## config.mk

```make
export PLATFORM = sky130hd
export DESIGN_NAME = issue_ctrl
export DESIGN_NICKNAME = d
export VERILOG_FILES = /design/src/rtl/issue_ctrl_pkg.sv /design/src/rtl/issue_scoreboard.sv /design/src/rtl/issue_ctrl.sv
export SDC_FILE = /design/constraint.sdc
export NUM_CORES = 1
export LEC_CHECK = 0
export BUFFER_PORTS_ARGS = -buffer_cell sky130_fd_sc_hd__buf_2
export CAP_MARGIN = 20
export CORE_MARGIN = 4
export CORE_UTILIZATION = 30
export DETAILED_ROUTE_END_ITERATION = 8
export MAX_ROUTING_LAYER = met4
export PLACE_DENSITY_LB_ADDON = 0.15
export RECOVER_POWER = 100
export SYNTH_ARGS = -nofsm -noshare
export SYNTH_HDL_FRONTEND = slang
export SYNTH_HIERARCHICAL = 1
export SYNTH_SLANG_ARGS = --single-unit
```

## constraint.sdc

```tcl
create_clock -name clk -period 3.32 [get_ports clk]
set_input_delay 0.166 -clock clk [delete_from_list [all_inputs] [get_ports clk]]
set_output_delay 0.166 -clock clk [all_outputs]
set_load 0.02 [all_outputs]
```

## src/rtl/issue_ctrl_pkg.sv

```systemverilog
`default_nettype none
// +-----------------------------------------------------------------------------+
// | issue_ctrl_pkg : shared types for the in-order issue controller             |
// | Entry fields widen when ISSUE_SCOREBOARD_EN is defined.                     |
// | Revision: 1.0                                                               |
// +-----------------------------------------------------------------------------+
package issue_ctrl_pkg;

  localparam int ISSUE_DEPTH = 2;
  localparam int XU_COUNT    = 6;

  typedef enum logic [2:0] {
    XU_BYPASS  = 3'd0,
    XU_ADDER   = 3'd1,
    XU_LOGICAL = 3'd2,
    XU_SHIFTER = 3'd3,
    XU_BRANCH  = 3'd4,
    XU_MEMORY  = 3'd5
  } xu_e;

  typedef struct packed {
    xu_e        xu;
    logic [3:0] tag;
`ifdef ISSUE_SCOREBOARD_EN
    logic [4:0] rs1;
    logic [4:0] rs2;
    logic [4:0] rd;
`endif
  } iq_entry_t;

  function automatic logic [XU_COUNT-1:0] xu_onehot(input xu_e xu);
    logic [XU_COUNT-1:0] v;
    v = '0;
    for (int i = 0; i < XU_COUNT; i++) begin
      if (int'(xu) == i) v[i] = 1'b1;
    end
    return v;
  endfunction

  // Encodings beyond XU_COUNT have no busy bit and are treated as free.
  function automatic logic xu_is_busy(input xu_e xu, input logic [XU_COUNT-1:0] busy);
    logic b;
    b = 1'b0;
    for (int i = 0; i < XU_COUNT; i++) begin
      if (int'(xu) == i) b = busy[i];
    end
    return b;
  endfunction

endpackage
`default_nettype wire

```

## src/rtl/issue_scoreboard.sv

```systemverilog
`default_nettype none
// +-----------------------------------------------------------------------------+
// | issue_scoreboard : 32-entry pending-write mask with hazard lookup           |
// | Only instantiated when ISSUE_SCOREBOARD_EN is defined.                      |
// | Revision: 1.0                                                               |
// +-----------------------------------------------------------------------------+
module issue_scoreboard (
  input  logic       clk,
  input  logic       reset,
  input  logic       set_en,
  input  logic [4:0] set_idx,
  input  logic       clr_en,
  input  logic [4:0] clr_idx,
  input  logic [4:0] rs1,
  input  logic [4:0] rs2,
  input  logic [4:0] rd,
  output logic       hazard
);

  logic [31:0] r_pending;
  logic [31:0] w_set_mask;
  logic [31:0] w_clr_mask;

  always_comb begin
    w_set_mask = '0;
    w_clr_mask = '0;
    if (set_en && set_idx != 5'd0) w_set_mask[set_idx] = 1'b1;
    if (clr_en)                    w_clr_mask[clr_idx] = 1'b1;
  end

  // Set is applied after clear so a same-index set wins; register 0 never pends.
  always_ff @(posedge clk) begin
    if (reset) begin
      r_pending <= '0;
    end else begin
      r_pending <= ((r_pending & ~w_clr_mask) | w_set_mask) & ~32'h1;
    end
  end

  assign hazard = r_pending[rs1] | r_pending[rs2] | r_pending[rd];

endmodule
`default_nettype wire

```

## src/rtl/issue_ctrl.sv

```systemverilog
`default_nettype none
// +-----------------------------------------------------------------------------+
// | issue_ctrl : 2-entry in-order issue buffer with squash, stall counting and  |
// | optional register scoreboard (ISSUE_SCOREBOARD_EN).                         |
// | Revision: 1.0                                                               |
// +-----------------------------------------------------------------------------+
module issue_ctrl
  import issue_ctrl_pkg::*;
(
  input  logic                clk,
  input  logic                reset,
  input  logic                dec_valid,
  output logic                dec_ready,
  input  logic [2:0]          dec_xu,
  input  logic [3:0]          dec_tag,
  input  logic [4:0]          dec_rs1,
  input  logic [4:0]          dec_rs2,
  input  logic [4:0]          dec_rd,
  input  logic [3:0]          cur_tag,
  input  logic [XU_COUNT-1:0] xu_busy,
  input  logic                wb_valid,
  input  logic [4:0]          wb_rd,
  output logic                iss_valid,
  output logic [2:0]          iss_xu,
  output logic [3:0]          iss_tag,
  output logic [XU_COUNT-1:0] iss_sel,
  output logic [15:0]         stall_cnt
);

  iq_entry_t           r_ent [ISSUE_DEPTH];
  logic [1:0]          r_count;
  logic                r_iss_valid;
  xu_e                 r_iss_xu;
  logic [3:0]          r_iss_tag;
  logic [XU_COUNT-1:0] r_iss_sel;
  logic [15:0]         r_stall_cnt;

  iq_entry_t w_head;
  iq_entry_t w_new;
  logic      w_head_vld;
  logic      w_tag_match;
  logic      w_unit_free;
  logic      w_hazard;
  logic      w_squash;
  logic      w_issue;
  logic      w_block;
  logic      w_push;
  logic      w_pop;

  assign dec_ready   = (r_count != 2'(ISSUE_DEPTH));
  assign w_head      = r_ent[0];
  assign w_head_vld  = (r_count != 2'd0);
  assign w_tag_match = (w_head.tag == cur_tag);
  assign w_unit_free = (w_head.xu == XU_BYPASS) || !xu_is_busy(w_head.xu, xu_busy);

  assign w_squash = w_head_vld && !w_tag_match;
  assign w_issue  = w_head_vld &&  w_tag_match &&  (w_unit_free && !w_hazard);
  assign w_block  = w_head_vld &&  w_tag_match && !(w_unit_free && !w_hazard);
  assign w_pop    = w_squash || w_issue;
  assign w_push   = dec_valid && dec_ready;

  always_comb begin
    w_new     = '0;
    w_new.xu  = xu_e'(dec_xu);
    w_new.tag = dec_tag;
`ifdef ISSUE_SCOREBOARD_EN
    w_new.rs1 = dec_rs1;
    w_new.rs2 = dec_rs2;
    w_new.rd  = dec_rd;
`endif
  end

`ifdef ISSUE_SCOREBOARD_EN
  issue_scoreboard u_scoreboard (
    .clk     (clk),
    .reset   (reset),
    .set_en  (w_issue),
    .set_idx (w_head.rd),
    .clr_en  (wb_valid),
    .clr_idx (wb_rd),
    .rs1     (w_head.rs1),
    .rs2     (w_head.rs2),
    .rd      (w_head.rd),
    .hazard  (w_hazard)
  );
`else
  logic w_unused;
  assign w_unused = ^{wb_valid, wb_rd, dec_rs1, dec_rs2, dec_rd};
  assign w_hazard = 1'b0;
`endif

  // Entry 0 is always the head; a pop shifts entry 1 down.
  always_ff @(posedge clk) begin
    if (reset) begin
      r_count <= 2'd0;
    end else begin
      case ({w_push, w_pop})
        2'b10: begin
          r_ent[r_count[0]] <= w_new;
          r_count           <= r_count + 2'd1;
        end
        2'b01: begin
          r_ent[0] <= r_ent[1];
          r_count  <= r_count - 2'd1;
        end
        2'b11:   r_ent[0] <= w_new;
        default: ;
      endcase
    end
  end

  always_ff @(posedge clk) begin
    if (reset) begin
      r_iss_valid <= 1'b0;
      r_iss_sel   <= '0;
      r_iss_xu    <= XU_BYPASS;
      r_iss_tag   <= 4'd0;
    end else begin
      r_iss_valid <= w_issue;
      r_iss_sel   <= w_issue ? xu_onehot(w_head.xu) : '0;
      if (w_issue) begin
        r_iss_xu  <= w_head.xu;
        r_iss_tag <= w_head.tag;
      end
    end
  end

  always_ff @(posedge clk) begin
    if (reset) begin
      r_stall_cnt <= 16'd0;
    end else if (w_block && r_stall_cnt != 16'hFFFF) begin
      r_stall_cnt <= r_stall_cnt + 16'd1;
    end
  end

  assign iss_valid = r_iss_valid;
  assign iss_xu    = r_iss_xu;
  assign iss_tag   = r_iss_tag;
  assign iss_sel   = r_iss_sel;
  assign stall_cnt = r_stall_cnt;

endmodule
`default_nettype wire

```

==> out/results.ini <==
[run_status]
status = finished, final reports clean

[final_layout]
postLayoutCoreUtil_pct = 36.8
syn2layout_area_growth_pct = 17.3
instances_no_fill = 351
drive_gt1_share_pct = 16.5
multi_input_area_sq_um = 1030
n_fill_cell = 757
antenna_cells = 0
fin_nets = 299
seq_area_sq_um = 1060

[routing]
vias = 1680
wl_per_cell_um = 13.3
drcViolationCount = 0
ant_nets = 0
routed_wl_um = 4670
wl_met1_um = 2320
drt_iter0_drc = 58
viasPerCell = 4.79
wl_met3_um = 247
routed.top_layer = met4
wl_met2_um = 2050
drtPass1Iterations = 4

[placement]
place_congestion = 0.704
hpwl_um = 3290
dp.cells = 343
io_buffers = 49

[critical_path]
path_class = flip-flop to flip-flop
start_kind = flip-flop
cp.required_ps = 3370
path_max_fanout = 9
crit_chain = nand2b_1 -> o221ai_2 -> nand2_1 -> o21ai_0 -> inv_1 -> ha_1 -> nor3_1 -> o21a_2 -> mux2_2
crit_buf_inv = 1
arrival_ps = 2950
slowest_stage = edfxtp_1
slowest_delay_ps = 530
critical-path-top-delay-family = compound AO/OA/AOI/OAI gates
cp-end-kind = flip-flop

[grt]
grt_use_total_pct = 11.5
antenna_found_initial = 0
grt_pass1_wl_um = 7750
grt_max_degree = 38
grt_overflow = 0
grt_pass1_vias = 1559

[logic_synthesis]
synth_top_area_cell = dfxtp_1
ys.flop_type = dfxtp_1
synth-edff-count = 14
synthArstFlopShare_pct = 0
yosys.cell_count.top_type = dfxtp_1
syn_nets = 252
synth.area.top_cells = dfxtp_1, edfxtp_1, mux2_2
synth_area_sq_um = 2170
ys_seq_area_share_pct = 49.0
ys_ff_latch = 46
yosys_warnings = 6
synth_top_area_share_pct = 29.6
ys_types = 37
synth_common_cells = dfxtp_1, nor2_1, a21oi_1, edfxtp_1, nand2_1
synth_area_per_cell_sq_um = 10.5
synthCells = 207

[floorplan]
die_h_um = 93.0
core_sq_um = 6910
die-area_sq_um = 8650
io_pins = 72
chipWidth_um = 93.0
start_util_pct = 31.4
row_count = 30

[clock_tree]
cts-buffers-inserted = 5
clock_path_buffers = 2
cts.sinks = 46
clock-root-buffer = clkbuf_8
clkTransAtPathRegs_ps = 100
clk_latency_ps = 310
cts_max_level = 2
ctsHoldBuffers = 0
cts_tree = yes

[timing]
finalMaxSlewViolations = 0
maxSlewHeadroom_pct = 52.7
setup_viol_count_final = 0
tightest_slew_ps = 706
hold_viol = 0
setup_tns_ps = 0
fin_hold_ws_ps = 160
clock.fmax_mhz = 346
rsz0062_at_grt = no
finalCriticalPeriod_ps = 2890
final.period_utilization_pct = 87.1
fin_skew_ps = 13.4

[run]
drv_cap = 0

[pwr]
powerDensity_nw_per_um2 = 532
power.leakage_nw = 0.833
ir_worst_vdd_uv = 214

[worst_hold_path]
hold_class = input port to flip-flop

[path summary, 6_finish.rpt]
path / start / end / slack (ps) / depth (start not counted)
hold / removal: dec_tag[0] / r_ent[1][0] / 160 / 2
setup / recovery: r_ent[0][5] / r_ent[0][2] / 430 / 9
setup reg to reg: r_ent[0][5] / r_ent[0][2] / 430 / 9
hold reg to reg: iss_xu[1] / iss_xu[1] / 480 / 2
[cells by family after synthesis]
kind of cell / after synthesis / share of synthesized area [%]
AOI/OAI and AO/OA: 33 / 9.24
xor gates and xnor gates: 6 / 4.33
adders and majority gates: 4 / 2.31
buffers and inverters: 16 / 2.94
DFF: 46 / 49.0
muxes: 18 / 8.89
and+or+nand+nor: 84 / 23.3
[metal layers]
layer | track usage, % | vias up
li1 | - | 860
met1 | 15.3 | 783
met2 | 16.9 | 32
met3 | 3.30 | 5
met4 | 3.66 | 0
met5 | - | -
[layout by cell type (no fill, tap or decap), types with 3 or more instances in the layout]
| master | count |
|---|---|
| nor2b_1 | 5 |
| nand4_1 | 6 |
| or3_1 | 7 |
| or4_1 | 8 |
| mux2i_1 | 8 |
| edfxtp_1 | 14 |
| xnor2_2 | 3 |
| buf_2 | 18 |
| o21ai_0 | 9 |
| mux2_2 | 8 |
| nand2_1 | 11 |
| nor4_1 | 5 |
| nor2_1 | 17 |
| a21oi_1 | 15 |
| nand3_1 | 5 |
| nand2b_1 | 7 |
| dfxtp_1 | 32 |
| clkbuf_1 | 35 |
| inv_6 | 3 |
| nor3_1 | 3 |
| ha_1 | 4 |
| clkbuf_8 | 5 |
| o31ai_1 | 6 |
| inv_1 | 3 |
[flip-flops by register name (all words and copies together) (netlist names)]
register   cells
r_ent         14
r_count        2
iss_xu         3
iss_tag        4
iss_sel        6
stall_cnt     16
iss_valid      1
[stage by stage]
step | worst slack (ps) | instance area, sq um | power, mW
CTS | 245 | 2610 | 1.39
floorplan | 366 | 2170 | 0.934
detailed placement | 278 | 2510 | 1.01
global route | 109 | 2540 | 1.44
finish | 428 | 2540 | 1.35
global placement | 281 | 2510 | 1.01
[worst reg2reg max path: stages, from the launching register on]
cell and delay (ps):
edfxtp_1 530, nand2b_1 250, o221ai_2 260, nand2_1 100
o21ai_0 320, inv_1 120, ha_1 220, nor3_1 180
o21a_2 280, mux2_2 370
[power breakdown]
part           switching [mW]  leakage, nW  total [mW]  internal (mW)
combinational           0.162        0.397       0.290          0.128
sequential             0.0558        0.387       0.688          0.633
clock                   0.215       0.0495       0.372          0.157
[repair_timing]
action / 4_1_cts / 5_1_grt
setup buffers: 0 / 0
setup endpoints to repair: 0 / 14
resized for setup: 0 / 1
[layout make-up]
cell class              instances  share of cell area, %
flip-flops and latches         46                   41.8
clock buffers                   5                   2.71
multi-input cells             145                   40.6
inverters                       3                  0.443
clock inverters                 3                   1.03
repair buffers                 53                   8.71
well taps                      96                   4.73
No activity file was read; power rests on OpenSTA's default activity.
